**config.mk**
```make
export PLATFORM = sky130hd
export DESIGN_NAME = adder_sched_flat
export DESIGN_NICKNAME = d
export VERILOG_FILES = /design/src/rtl/adder_sched_if.sv /design/src/rtl/adder_sched.sv /design/src/flat_wrapper.sv
export SDC_FILE = /design/constraint.sdc
export NUM_CORES = 1
export LEC_CHECK = 0
export ABC_CLOCK_PERIOD_IN_PS = 6500
export BUFFER_PORTS_ARGS = -buffer_cell sky130_fd_sc_hd__buf_2
export CORE_MARGIN = 4
export CORE_UTILIZATION = 30
export DETAILED_ROUTE_END_ITERATION = 16
export PLACE_DENSITY = 0.6
export SETUP_SLACK_MARGIN = 0.3
export SLEW_MARGIN = 5
export SYNTH_ARGS = -nofsm -noshare
export SYNTH_HDL_FRONTEND = slang
export SYNTH_SLANG_ARGS = --single-unit
```
**constraint.sdc**
```tcl
create_clock -name clk -period 6.5 [get_ports clk]
set_input_delay 0.325 -clock clk [delete_from_list [all_inputs] [get_ports clk]]
set_output_delay 0.325 -clock clk [all_outputs]
set_load 0.05 [all_outputs]
```
**src/rtl/adder_sched_if.sv**
```systemverilog
// adder_sched_if: request/result bundle between the arithmetic clients and
// the shared-adder sequencer.
//   req_valid/req_ready : per-requester handshake (2 requesters)
//   req_a/req_b         : operands, requester i at [i*W +: W]
//   req_sub             : per-requester 1 = A-B, 0 = A+B
//   res_*               : result with carry/overflow flags and requester id
// master = client side, slave = adder_sched.
interface adder_sched_if #(
   parameter int NBYTES = 2
);
   localparam int W = 8 * NBYTES;

   logic [1:0]     req_valid;
   logic [1:0]     req_ready;
   logic [2*W-1:0] req_a;
   logic [2*W-1:0] req_b;
   logic [1:0]     req_sub;
   logic           res_valid;
   logic           res_ready;
   logic [W-1:0]   res_sum;
   logic           res_cout;
   logic           res_ovf;
   logic           res_id;

   modport master (
      output req_valid, req_a, req_b, req_sub, res_ready,
      input  req_ready, res_valid, res_sum, res_cout, res_ovf, res_id
   );

   modport slave (
      input  req_valid, req_a, req_b, req_sub, res_ready,
      output req_ready, res_valid, res_sum, res_cout, res_ovf, res_id
   );
endinterface

```
**src/rtl/adder_sched.sv**
```systemverilog
// adder_sched: round-robin arbiter and byte-serial sequencer for the single
// shared 8-bit ripple adder. A granted W-bit add/subtract is computed one
// byte per cycle (LSB first) with the carry chained through a register, and
// the result is returned over a valid/ready handshake.
//   clk    : system clock, rising edge
//   rst_n  : asynchronous active-low reset
//   bus    : adder_sched_if.slave (request and result channels)
// Contains adder_sched_add8, the 8-bit ripple adder instantiated once here.

module adder_sched_add8 (
   input  logic [7:0] a_i,
   input  logic [7:0] b_i,
   input  logic       cin_i,
   output logic [7:0] sum_o,
   output logic       cout_o
);
   logic c;

   always_comb begin
      c     = cin_i;
      sum_o = '0;
      for (int i = 0; i < 8; i++) begin
         sum_o[i] = a_i[i] ^ b_i[i] ^ c;
         c        = (a_i[i] & b_i[i]) | (c & (a_i[i] ^ b_i[i]));
      end
      cout_o = c;
   end
endmodule

module adder_sched #(
   parameter int NBYTES = 2
) (
   input  logic         clk,
   input  logic         rst_n,
   adder_sched_if.slave bus
);
   localparam int W  = 8 * NBYTES;
   localparam int CW = (NBYTES > 1) ? $clog2(NBYTES) : 1;

   typedef enum logic [1:0] {IDLE, CALC, DONE} state_t;

   state_t        state_q;
   logic          rr_q;
   logic [CW-1:0] cnt_q;
   logic          carry_q;
   logic [W-1:0]  a_q, b_q, sum_q;
   logic          sub_q, id_q, cout_q, ovf_q, valid_q;

   // ---- arbitration (combinational, only meaningful in IDLE) ----
   logic       gnt_any, gnt_id;
   logic [1:0] ready;

   always_comb begin
      gnt_any = |bus.req_valid;
      gnt_id  = bus.req_valid[rr_q] ? rr_q : ~rr_q;
      ready   = '0;
      if (state_q == IDLE && gnt_any) ready[gnt_id] = 1'b1;
   end

   assign bus.req_ready = ready;

   // ---- byte slice for the current pass ----
   logic [7:0] a_byte, b_byte, add_sum;
   logic       add_cin, add_cout, last_pass;

   assign a_byte    = a_q[8*cnt_q +: 8];
   // Subtract = A + ~B + 1: invert B here, the +1 enters as pass-0 carry-in.
   assign b_byte    = b_q[8*cnt_q +: 8] ^ {8{sub_q}};
   assign add_cin   = (cnt_q == '0) ? sub_q : carry_q;
   assign last_pass = (cnt_q == CW'(NBYTES - 1));

   adder_sched_add8 u_add (
      .a_i    (a_byte),
      .b_i    (b_byte),
      .cin_i  (add_cin),
      .sum_o  (add_sum),
      .cout_o (add_cout)
   );

   // ---- FSM with registered outputs ----
   always_ff @(posedge clk or negedge rst_n) begin
      if (!rst_n) begin
         state_q <= IDLE;
         rr_q    <= 1'b0;
         cnt_q   <= '0;
         carry_q <= 1'b0;
         a_q     <= '0;
         b_q     <= '0;
         sum_q   <= '0;
         sub_q   <= 1'b0;
         id_q    <= 1'b0;
         cout_q  <= 1'b0;
         ovf_q   <= 1'b0;
         valid_q <= 1'b0;
      end else begin
         case (state_q)
            IDLE: begin
               if (gnt_any) begin
                  a_q     <= gnt_id ? bus.req_a[2*W-1:W] : bus.req_a[W-1:0];
                  b_q     <= gnt_id ? bus.req_b[2*W-1:W] : bus.req_b[W-1:0];
                  sub_q   <= bus.req_sub[gnt_id];
                  id_q    <= gnt_id;
                  cnt_q   <= '0;
                  state_q <= CALC;
               end
            end
            CALC: begin
               sum_q[8*cnt_q +: 8] <= add_sum;
               carry_q             <= add_cout;
               if (last_pass) begin
                  cout_q  <= add_cout;
                  // carry into MSB = a ^ b' ^ sum at bit W-1; ovf = that ^ cout
                  ovf_q   <= a_byte[7] ^ b_byte[7] ^ add_sum[7] ^ add_cout;
                  valid_q <= 1'b1;
                  state_q <= DONE;
               end else begin
                  cnt_q <= cnt_q + 1'b1;
               end
            end
            DONE: begin
               if (bus.res_ready) begin
                  valid_q <= 1'b0;
                  rr_q    <= ~id_q;
                  state_q <= IDLE;
               end
            end
            default: state_q <= IDLE;
         endcase
      end
   end

   assign bus.res_valid = valid_q;
   assign bus.res_sum   = sum_q;
   assign bus.res_cout  = cout_q;
   assign bus.res_ovf   = ovf_q;
   assign bus.res_id    = id_q;
endmodule

```
**src/flat_wrapper.sv**
```systemverilog
// flat-port wrapper written by rule: the top's interface ports become plain ports
module adder_sched_flat 
#(
   parameter int NBYTES = 2
)
  (clk, rst_n, bus_req_valid, bus_req_a, bus_req_b, bus_req_sub, bus_res_ready, bus_req_ready, bus_res_valid, bus_res_sum, bus_res_cout, bus_res_ovf, bus_res_id);
  adder_sched_if #(.NBYTES(NBYTES)) bus_i ();
  input  logic clk;
  input  logic rst_n;
  input wire logic [$bits(bus_i.req_valid)-1:0] bus_req_valid;
  input wire logic [$bits(bus_i.req_a)-1:0] bus_req_a;
  input wire logic [$bits(bus_i.req_b)-1:0] bus_req_b;
  input wire logic [$bits(bus_i.req_sub)-1:0] bus_req_sub;
  input wire logic [$bits(bus_i.res_ready)-1:0] bus_res_ready;
  output wire logic [$bits(bus_i.req_ready)-1:0] bus_req_ready;
  output wire logic [$bits(bus_i.res_valid)-1:0] bus_res_valid;
  output wire logic [$bits(bus_i.res_sum)-1:0] bus_res_sum;
  output wire logic [$bits(bus_i.res_cout)-1:0] bus_res_cout;
  output wire logic [$bits(bus_i.res_ovf)-1:0] bus_res_ovf;
  output wire logic [$bits(bus_i.res_id)-1:0] bus_res_id;
  assign bus_i.req_valid = bus_req_valid;
  assign bus_i.req_a = bus_req_a;
  assign bus_i.req_b = bus_req_b;
  assign bus_i.req_sub = bus_req_sub;
  assign bus_i.res_ready = bus_res_ready;
  assign bus_req_ready = bus_i.req_ready;
  assign bus_res_valid = bus_i.res_valid;
  assign bus_res_sum = bus_i.res_sum;
  assign bus_res_cout = bus_i.res_cout;
  assign bus_res_ovf = bus_i.res_ovf;
  assign bus_res_id = bus_i.res_id;
  adder_sched #(.NBYTES(NBYTES)) u_core (.clk(clk), .rst_n(rst_n), .bus(bus_i));
endmodule
```
[Word level (Yosys, flattened, before mapping)]
Index checks and enable logic that the tools add are counted.
Widths: inputs -> output; s select.
Word-level totals
  bits in registers: 58
  input port bits: 71
  output and inout port bits: 22
  word-level logic and storage cells: 105
Operators by class
  $add $sub $neg: 2
  order comparisons: 3
  equal/unequal tests: 5
  shift operators: 4
  muxes and demuxes: 22
  bitwise gates (word level): 45
  reductions and logical operators: 12
Operators by type and width (count)
  $neg 4->34: 1
  $shift 8x34->16 const A: 1
  $shiftx 8x34->16: 1
  $mux 16: 2
  $shiftx 16x5->8: 2
  $xor 1x1->1: 18
  $and 1x1->1: 16
  $bwmux 16: 1
  $mux 1: 11
  $mux 2: 4
  $or 1x1->1: 8
  $reduce_and 2->1: 4
  $xor 8x8->8: 1
  $pmux 2 s3: 1
  $reduce_and 3->1: 2
  $lt 1x2->1 const B: 2
  $ne 2x1->1 const B: 2
  $pmux 1 s2: 2
  $reduce_bool 2->1: 2
  $eq 2x1->1 const B: 1
  $eq 2x2->1 const B: 1
  $logic_and 1x1->1: 2
  $logic_not 2->1: 1
  $ne 2x2->1 const B: 1
  other kinds (5): 6

[Longest topological paths before layout]
Gate-level depths: netlist of run 1.
  depth in word-level cells: 20
  mapped depth: 17
  depth with buffers taken out: 16

[Modules after synthesis]
A second synthesis of run 1 with hierarchy kept.
Second synthesis, totals
  cells, all modules: 229
  area, all modules: 2811.4 µm²
Modules (own cells, without submodules)
  adder_sched: instances 1, cells an instance 211, area each 2613.8 µm², seq. area each 1451.4 µm²
  adder_sched_add8: instances 1, cells an instance 18, area each 197.7 µm², seq. area each 0.0 µm²

[Worst setup path before layout of run 1]
Ideal clock, no wire load.
  path type: reg-to-reg
  from: register u_core.cnt_q
  to: register u_core.ovf_q (netlist: u_core.bus.res_ovf)
  library setup time: 136 ps
  data arrival time: 4000 ps
  required time: 6364 ps
  setup slack: 2364 ps
  cell stages (with the launch flop): 18
  buffers on the path: 2
  period minus slack after synthesis: 4136 ps
  cell sequence: dfrtp_1 buf_2 buf_2 mux2_2 fa_1 inv_1 fa_1 fa_1 inv_1 fa_1 fa_1 inv_1 fa_1 fa_1 fa_1 xor2_1 xnor2_1 o21ai_0
On the way
  longest elaborated chain between the ends: 20
  elaborated cells between the ends (all ways): 40
  those cells by class: 2 x shift; 1 x mux; 36 x bitwise; 1 x reduce/logical
RTL lines
  from (decl): RTL line adder_sched.sv:44  | logic [CW-1:0] cnt_q;
  from (signal assigned): RTL line adder_sched.sv:117  | cnt_q <= cnt_q + 1'b1;
  $shiftx 16x5->8: RTL line adder_sched.sv:68  | assign b_byte = b_q[8*cnt_q +: 8] ^ {8{sub_q}};
  $xor 8x8->8: RTL line adder_sched.sv:68
  $xor 1x1->1: RTL line adder_sched.sv:24  | c = (a_i[i] & b_i[i]) | (c & (a_i[i] ^ b_i[i]));
  $and 1x1->1: RTL line adder_sched.sv:24
  $or 1x1->1: RTL line adder_sched.sv:24
  $and 1x1->1: RTL line adder_sched.sv:24
  $or 1x1->1: RTL line adder_sched.sv:24
  $and 1x1->1: RTL line adder_sched.sv:24
  [... 4 more ...]
  $or 1x1->1: RTL line adder_sched.sv:24
  $and 1x1->1: RTL line adder_sched.sv:24
  $or 1x1->1: RTL line adder_sched.sv:24
  $and 1x1->1: RTL line adder_sched.sv:24
  $or 1x1->1: RTL line adder_sched.sv:24
  $xor 1x1->1 / $and 1x1->1 (equally long branches): RTL line adder_sched.sv:23, adder_sched.sv:24
  $xor 1x1->1 / $or 1x1->1 (equally long branches): RTL line adder_sched.sv:113, adder_sched.sv:24
  $xor 1x1->1: RTL line adder_sched.sv:113  | ovf_q <= a_byte[7] ^ b_byte[7] ^ add_sum[7] ^ add_cout;
  to (signal assigned): RTL line adder_sched.sv:113
  to (decl): RTL line adder_sched.sv:47  | logic sub_q, id_q, cout_q, ovf_q, valid_q;
Several ways; a longest one is shown, not always the timed one.
A chain may end at the register's enable or synchronous reset.

[Worst setup path after layout of run 1]
Same ends and word-level chain as after synthesis.

==> impl_metrics.yaml, run 1 <==
clocking:
  cts_root_buffer: "clkbuf_8"
  clkTransAtPathRegs_ns: 0.06
  cts_resized: 0
  cts_inserted_buffers: 9
  cts_max_level: 3
  worstSkewPairLatency_ns: 0.33
  hold_buffers: 0
  clock-sinks: 58
  cts_buffer_depth: 2
  cts_tree: "yes"
  post_cts_buffers: 0
route:
  wire_per_inst_um: 15.5
  drc: 0
  ant_nets: 0
  drt_iter0_markers: 67
  routed_wl_um: 7170
  dr.pass1.iters: 4
  vias: 2201
  viasPerCell: 4.76
final_layout:
  nNetsFinal: 408
  diodes: 0
  postLayoutCoreUtil_pct: 38.9
  synthToLayoutAreaGrowth_pct: 24.6
  drive_gt1_share_pct: 36.0
floorplan:
  die_h_um: 107
  die_x_um: 107
  pin_count: 93
  fp.dieArea_um2: 11400
  core-area_um2: 9370
  num_rows: 35
  start_util_pct: 31.2
critical_path:
  path_class: "flop to flop"
  crit_top_cell: "fa_1"
  cp_slowest_cell: "dfrtp_1"
  max_stage_delay_ns: 0.93
  path_cells: "mux2i_1, xnor2_1, fa_1, inv_1, fa_1, fa_1, inv_1, fa_1, fa_1, inv_1, fa_1, fa_1, fa_1, xor2_1, xnor2_1, o21ai_0"
  arrival_ns: 4.93
  cp_max_fo: 21
  crit_required_ns: 6.68
  crit_buf_inv: 3
  crit_path_end_kind: "flop"
  path_delay_family: "adder cells"
  startpoint_type: "flop"
timing:
  setup_violations: 0
  period_minus_slack_ns: 4.75
  fmax_mhz: 210
  clock_skew_ns: 0.00637
  rsz0062_at_grt: "false"
  setup_tns_ns: 0
  hold_viol: 0
  period_share_pct: 73.1
  worst_pin_slew_ns: 1.11
  report.final.slew_viol_count: 0
  slew_headroom_pct: 26.2
global_route:
  grt_pass1_vias: 2306
  grt_pass1_wl_um: 11800
  grt_use_total_pct: 13.3
  antenna_found_initial: 0
  grt_max_degree: 59
  grt_overflow: 0
power:
  ir_drop_uv: 205
  p_total_mw: 2.37
  leakagePower_nw: 1.75
  p_per_area_nw_per_um2: 652
synthesis:
  synth_nets: 323
  synth_seq_area_share_pct: 49.6
  synth_area_um2: 2920
  synth_edf_count: 0
  ys.flop_type: "dfrtp_1"
  synth.distinct_cells: 24
  synth_warnings: 0
  synth.area.top_cells: "dfrtp_1 50%, a221o_1 11%, o21a_1 8.5%"
  synth_top_area_share_pct: 49.6
  postSynthAreaPerCell_um2: 12.0
  synthCells: 243
  synth_top_cell_by_area: "dfrtp_1"
  synth_seq_cells: 58
  async_flop_share_pct: 100
placement:
  hpwl_um: 5370
  io_buffers: 92
  place.gp.congestion: 0.783
status:
  status: "complete, no violations"
min_path:
  min_path_type: "primary input to async pin"
run:
  maxCapViolations: 0
## power breakdown
part | leakage [nW] | switching, mW | internal (mW) | total [mW]
Sequential | 0.714 | 0.142 | 0.544 | 0.685
Clock | 0.101 | 0.133 | 0.198 | 0.330
Combinational | 0.938 | 0.785 | 0.574 | 1.36
Total | 1.75 | 1.06 | 1.32 | 2.37
## metrics by stage
stage / cell area, um^2 / instances / hold WS (ns) / setup slack (ns)
2_1_floorplan: 2920 / 243 / 0.0294 / 2.36
3_3_place_gp: 3450 / 446 / 0.457 / 1.84
3_5_place_dp: 3450 / 446 / 0.467 / 1.73
4_1_cts: 3640 / 462 / 0.163 / 1.70
5_1_grt: 3640 / 462 / 0.179 / 1.40
6_report: 3640 / 462 / 0.133 / 1.75
## cells in the final DEF, fill, tap and decap left out, types with 3 or more instances in the layout
cell type	Yosys	layout
xor2_1	5	5
fa_1	8	8
xnor2_1	5	5
o21ai_0	11	11
buf_2	10	92
buf_4	0	4
dfrtp_1	58	58
o21ai_1	5	5
mux2_2	10	10
a21oi_1	3	3
mux2i_1	13	13
clkbuf_8	0	11
a221o_1	33	33
o21a_1	33	33
clkbuf_1	7	3
nand2_1	17	17
inv_1	7	7
## registers in the layout, indices dropped and copies added (netlist names)
name                  flops
u_core.bus.res_ovf        1
u_core.bus.res_id         1
u_core.bus.res_cout       1
u_core.rr_q               1
u_core.sub_q              1
u_core.bus.res_valid      1
u_core.state_q            2
u_core.cnt_q              1
u_core.carry_q            1
u_core.a_q               16
u_core.b_q               16
u_core.bus.res_sum       16
## cell families (layout without fill, tap and decap cells)
logic type | after synthesis | count (layout) | share of synthesized area [%]
AO/OA/AOI/OAI | 87 | 87 | 23.5
XOR/XNOR | 10 | 10 | 3.00
adder cells (fa/ha/maj) | 9 | 9 | 5.90
buffers and inverters | 29 | 119 | 5.43
flip-flops | 58 | 58 | 49.6
multiplexers | 23 | 23 | 8.30
AND/OR/NAND/NOR | 27 | 27 | 4.19
## area by class of cell
class | instances | area (um^2)
clock buffers | 14 | 163
multi-input cells | 156 | 1320
inverters | 7 | 26.3
fillers | 959 | 5730
well taps | 129 | 161
repair buffers | 96 | 490
clock inverters | 2 | 35.0
flip-flops and latches | 58 | 1450
## final timing paths
check | startpoint | to | slack [ns] | cells past startpoint
min in group clk | bus_res_ready | u_core.state_q[1] | 0.19 | 2
max in group asynchronous | rst_n | u_core.b_q[9] | 5.87 | 2
min | rst_n | u_core.bus.res_sum[4] | 0.13 | 2
max reg2reg | u_core.cnt_q | u_core.bus.res_ovf | 1.75 | 16
max | u_core.cnt_q | u_core.bus.res_ovf | 1.75 | 16
min reg2reg | u_core.bus.res_sum[14] | u_core.bus.res_sum[14] | 0.47 | 2
## cells in the mapped netlist (7+ instances only)
cell      count
o21a_1       33
mux2i_1      13
fa_1          8
a221o_1      33
dfrtp_1      58
buf_2        10
mux2_2       10
clkbuf_1      7
nand2_1      17
o21ai_0      11
inv_1         7
## metal layers
layer	track usage, %	up-vias	share of wire [%]
met1	18.7	1052	48
met5	0	-	0
met3	3.37	9	5.2
li1	-	1067	-
met4	4.66	0	1.4
met2	19.9	73	46
Power figures use the tool's default switching activity.
==> run 2: changes to the inputs <==
--- a/config.mk
+++ b/config.mk
@@ -5,7 +5,7 @@
 export SDC_FILE = /design/constraint.sdc
 export NUM_CORES = 1
 export LEC_CHECK = 0
-export ABC_CLOCK_PERIOD_IN_PS = 6500
+export ABC_CLOCK_PERIOD_IN_PS = 4950
 export BUFFER_PORTS_ARGS = -buffer_cell sky130_fd_sc_hd__buf_2
 export CORE_MARGIN = 4
 export CORE_UTILIZATION = 30
==> constraint.sdc (replaced) <==
create_clock -name clk -period 4.95 [get_ports clk]
set_input_delay 0.2475 -clock clk [delete_from_list [all_inputs] [get_ports clk]]
set_output_delay 0.2475 -clock clk [all_outputs]
set_load 0.05 [all_outputs]
==> run 2 against run 1 <==
Non-clock buffer count rose by 1. Sequential cell count stayed put. Clock-buffer cell count down 3. Hold slack worse by 0.093 ns. Cell count up 0.22%. Sequential power up 29%. Critical endpoint unchanged. Highest routed layer unchanged.
==> impl_metrics.yaml, run 2 (synthesized netlist as in run 1, its figures left out) <==
placement:
  place.gp.congestion: 0.786
  hpwl_um: 5360
  post-place-ws_ns: 0.556
  dp.cells: 447
  io_buffers: 92
timing:
  setup_violations: 0
  hold_viol: 0
  setup_tns_ns: 0
  period_minus_slack_ns: 4.27
  worst_pin_slew_ns: 1.17
  period_share_pct: 86.3
  rsz0062_at_grt: "false"
  report.final.slew_viol_count: 0
  fin_ws_ns: 0.677
  slew_headroom_pct: 22.2
  clock_skew_ns: 0.00683
  fmax_mhz: 234
critical_path:
  path_cells: "mux2i_1, xnor2_1, fa_1, inv_1, fa_1, fa_1, inv_1, fa_1, fa_1, inv_1, fa_1, fa_1, fa_1, xor2_1, xnor2_1, o21ai_0"
  max_stage_delay_ns: 0.54
  startpoint_type: "flop"
  r2r-start: "u_core.cnt_q"
  crit_required_ns: 5.14
  cp_max_fo: 11
  crit_top_cell: "fa_1"
  worstSetupStartpoint: "u_core.cnt_q"
  path_class: "flop to flop"
  worstSetupEndpoint: "u_core.bus.res_ovf"
  crit_path_end_kind: "flop"
  rrSetupSlack_ns: 0.68
  cp_slowest_cell: "fa_1"
  r2r_cells: 16
  arrival_ns: 4.47
  r2r_end: "u_core.bus.res_ovf"
route:
  routed_wl_um: 7330
  ant_nets: 0
  dr.pass1.iters: 4
  wire_per_inst_um: 15.8
  drt_iter0_markers: 60
  drc: 0
  vias: 2215
  viasPerCell: 4.78
global_route:
  grt_pass1_wl_um: 12100
  antenna_found_initial: 0
  grt_pass1_vias: 2382
  grt_max_degree: 59
  grt_overflow: 0
  grt_use_total_pct: 13.8
final_layout:
  layout_common_cells: "92 x buf_2, 57 x dfrtp_1, 33 x o21a_1, 33 x a221o_1, 17 x nand2_1"
  layout_commonest_cell: "buf_2"
  synthToLayoutAreaGrowth_pct: 25.1
  nNetsFinal: 409
  drive_gt1_share_pct: 37.4
  diodes: 0
  instances_no_fill: 463
clocking:
  cts_root_buffer: "clkbuf_8"
  worstSkewPairLatency_ns: 0.34
  clkTransAtPathRegs_ns: 0.06
  cts_inserted_buffers: 9
  cts_max_level: 3
  cts_buffer_depth: 2
  cts_tree: "yes"
  clock-sinks: 58
  hold_buffers: 0
floorplan:
  fp.dieArea_um2: 11400
  start_util_pct: 31.2
  core-area_um2: 9370
  die_h_um: 107
  die_x_um: 107
  pin_count: 93
  num_rows: 35
run:
  maxCapViolations: 0
min_path:
  min_path_type: "primary input to async pin"
power:
  leakagePower_nw: 1.76
  p_per_area_nw_per_um2: 856
  ir_drop_uv: 313
status:
  status: "complete, no violations"
[run 2: cell count changes in the layout (fill, tap and decap cells not counted), sizes merged]
cell / previous run / this run
clkinv: 1 / 3
clkbuf: 14 / 11
buf: 96 / 97
clkinvlp: 0 / 1
[run 2: worst min path at each step]
stage,from,to,cells past startpoint
final,rst_n,u_core.bus.res_sum[12],2
after global routing,bus_res_ready,u_core.state_q[1],2
after CTS,rst_n,u_core.bus.res_sum[12],2
after floorplan,rst_n,u_core.a_q[0],0
after detailed placement,rst_n,u_core.bus.res_sum[12],2
after global placement,rst_n,u_core.a_q[11],2
[run 2: what timing repair did]
item                       CTS  global route
resized for setup            0             1
setup endpoints to repair    0             1
setup buffers                0             0
hold endpoints to repair     0             0
[run 2: final cells by class]
class                   count  area (um^2)
fillers                   956         5710
flip-flops and latches     58         1450
multi-input cells         156         1320
repair buffers             97          498
well taps                 129          161
clock buffers              11          151
clock inverters             5         52.6
inverters                   7         26.3
[run 2: power by group]
group / total (mW) / internal, mW / leakage, nW / switching [mW]
registers: 0.887 / 0.715 / 0.713 / 0.172
clock network: 0.444 / 0.257 / 0.105 / 0.187
logic: 1.80 / 0.753 / 0.942 / 1.05
total: 3.13 / 1.73 / 1.76 / 1.41
[run 2: stage by stage]
step	area, um^2	power (mW)	util [%]	hold slack [ns]
2_1_floorplan	2920	2.27	-	-0.0481
3_3_place_gp	3450	2.69	36.8	0.440
3_5_place_dp	3450	2.72	36.8	0.444
4_1_cts	3660	3.18	39.0	0.0698
5_1_grt	3660	3.41	39.0	0.103
6_report	3660	3.13	39.0	0.0399
[run 2: per-layer routing]
metal  wire (um)  global-route usage, %  vias to the layer above  share of wire (%)
met3         370                   3.97                       11                5.0
li1            -                      -                     1071                  -
met4         129                   5.48                        0                1.8
met1        3470                   18.4                     1064                 47
met5           0                      0                        -                  0
met2        3360                   21.2                       69                 46
[run 2: worst max-delay path, delay by kind of cell (launching register included)]
kind	cells	cell delay (ns)
DFF	1	0.53
muxes	1	0.28
adders and majority gates	8	2.61
buffers and inverters	3	0.19
AOI/OAI and AO/OA	1	0.08
xor gates and xnor gates	3	0.48
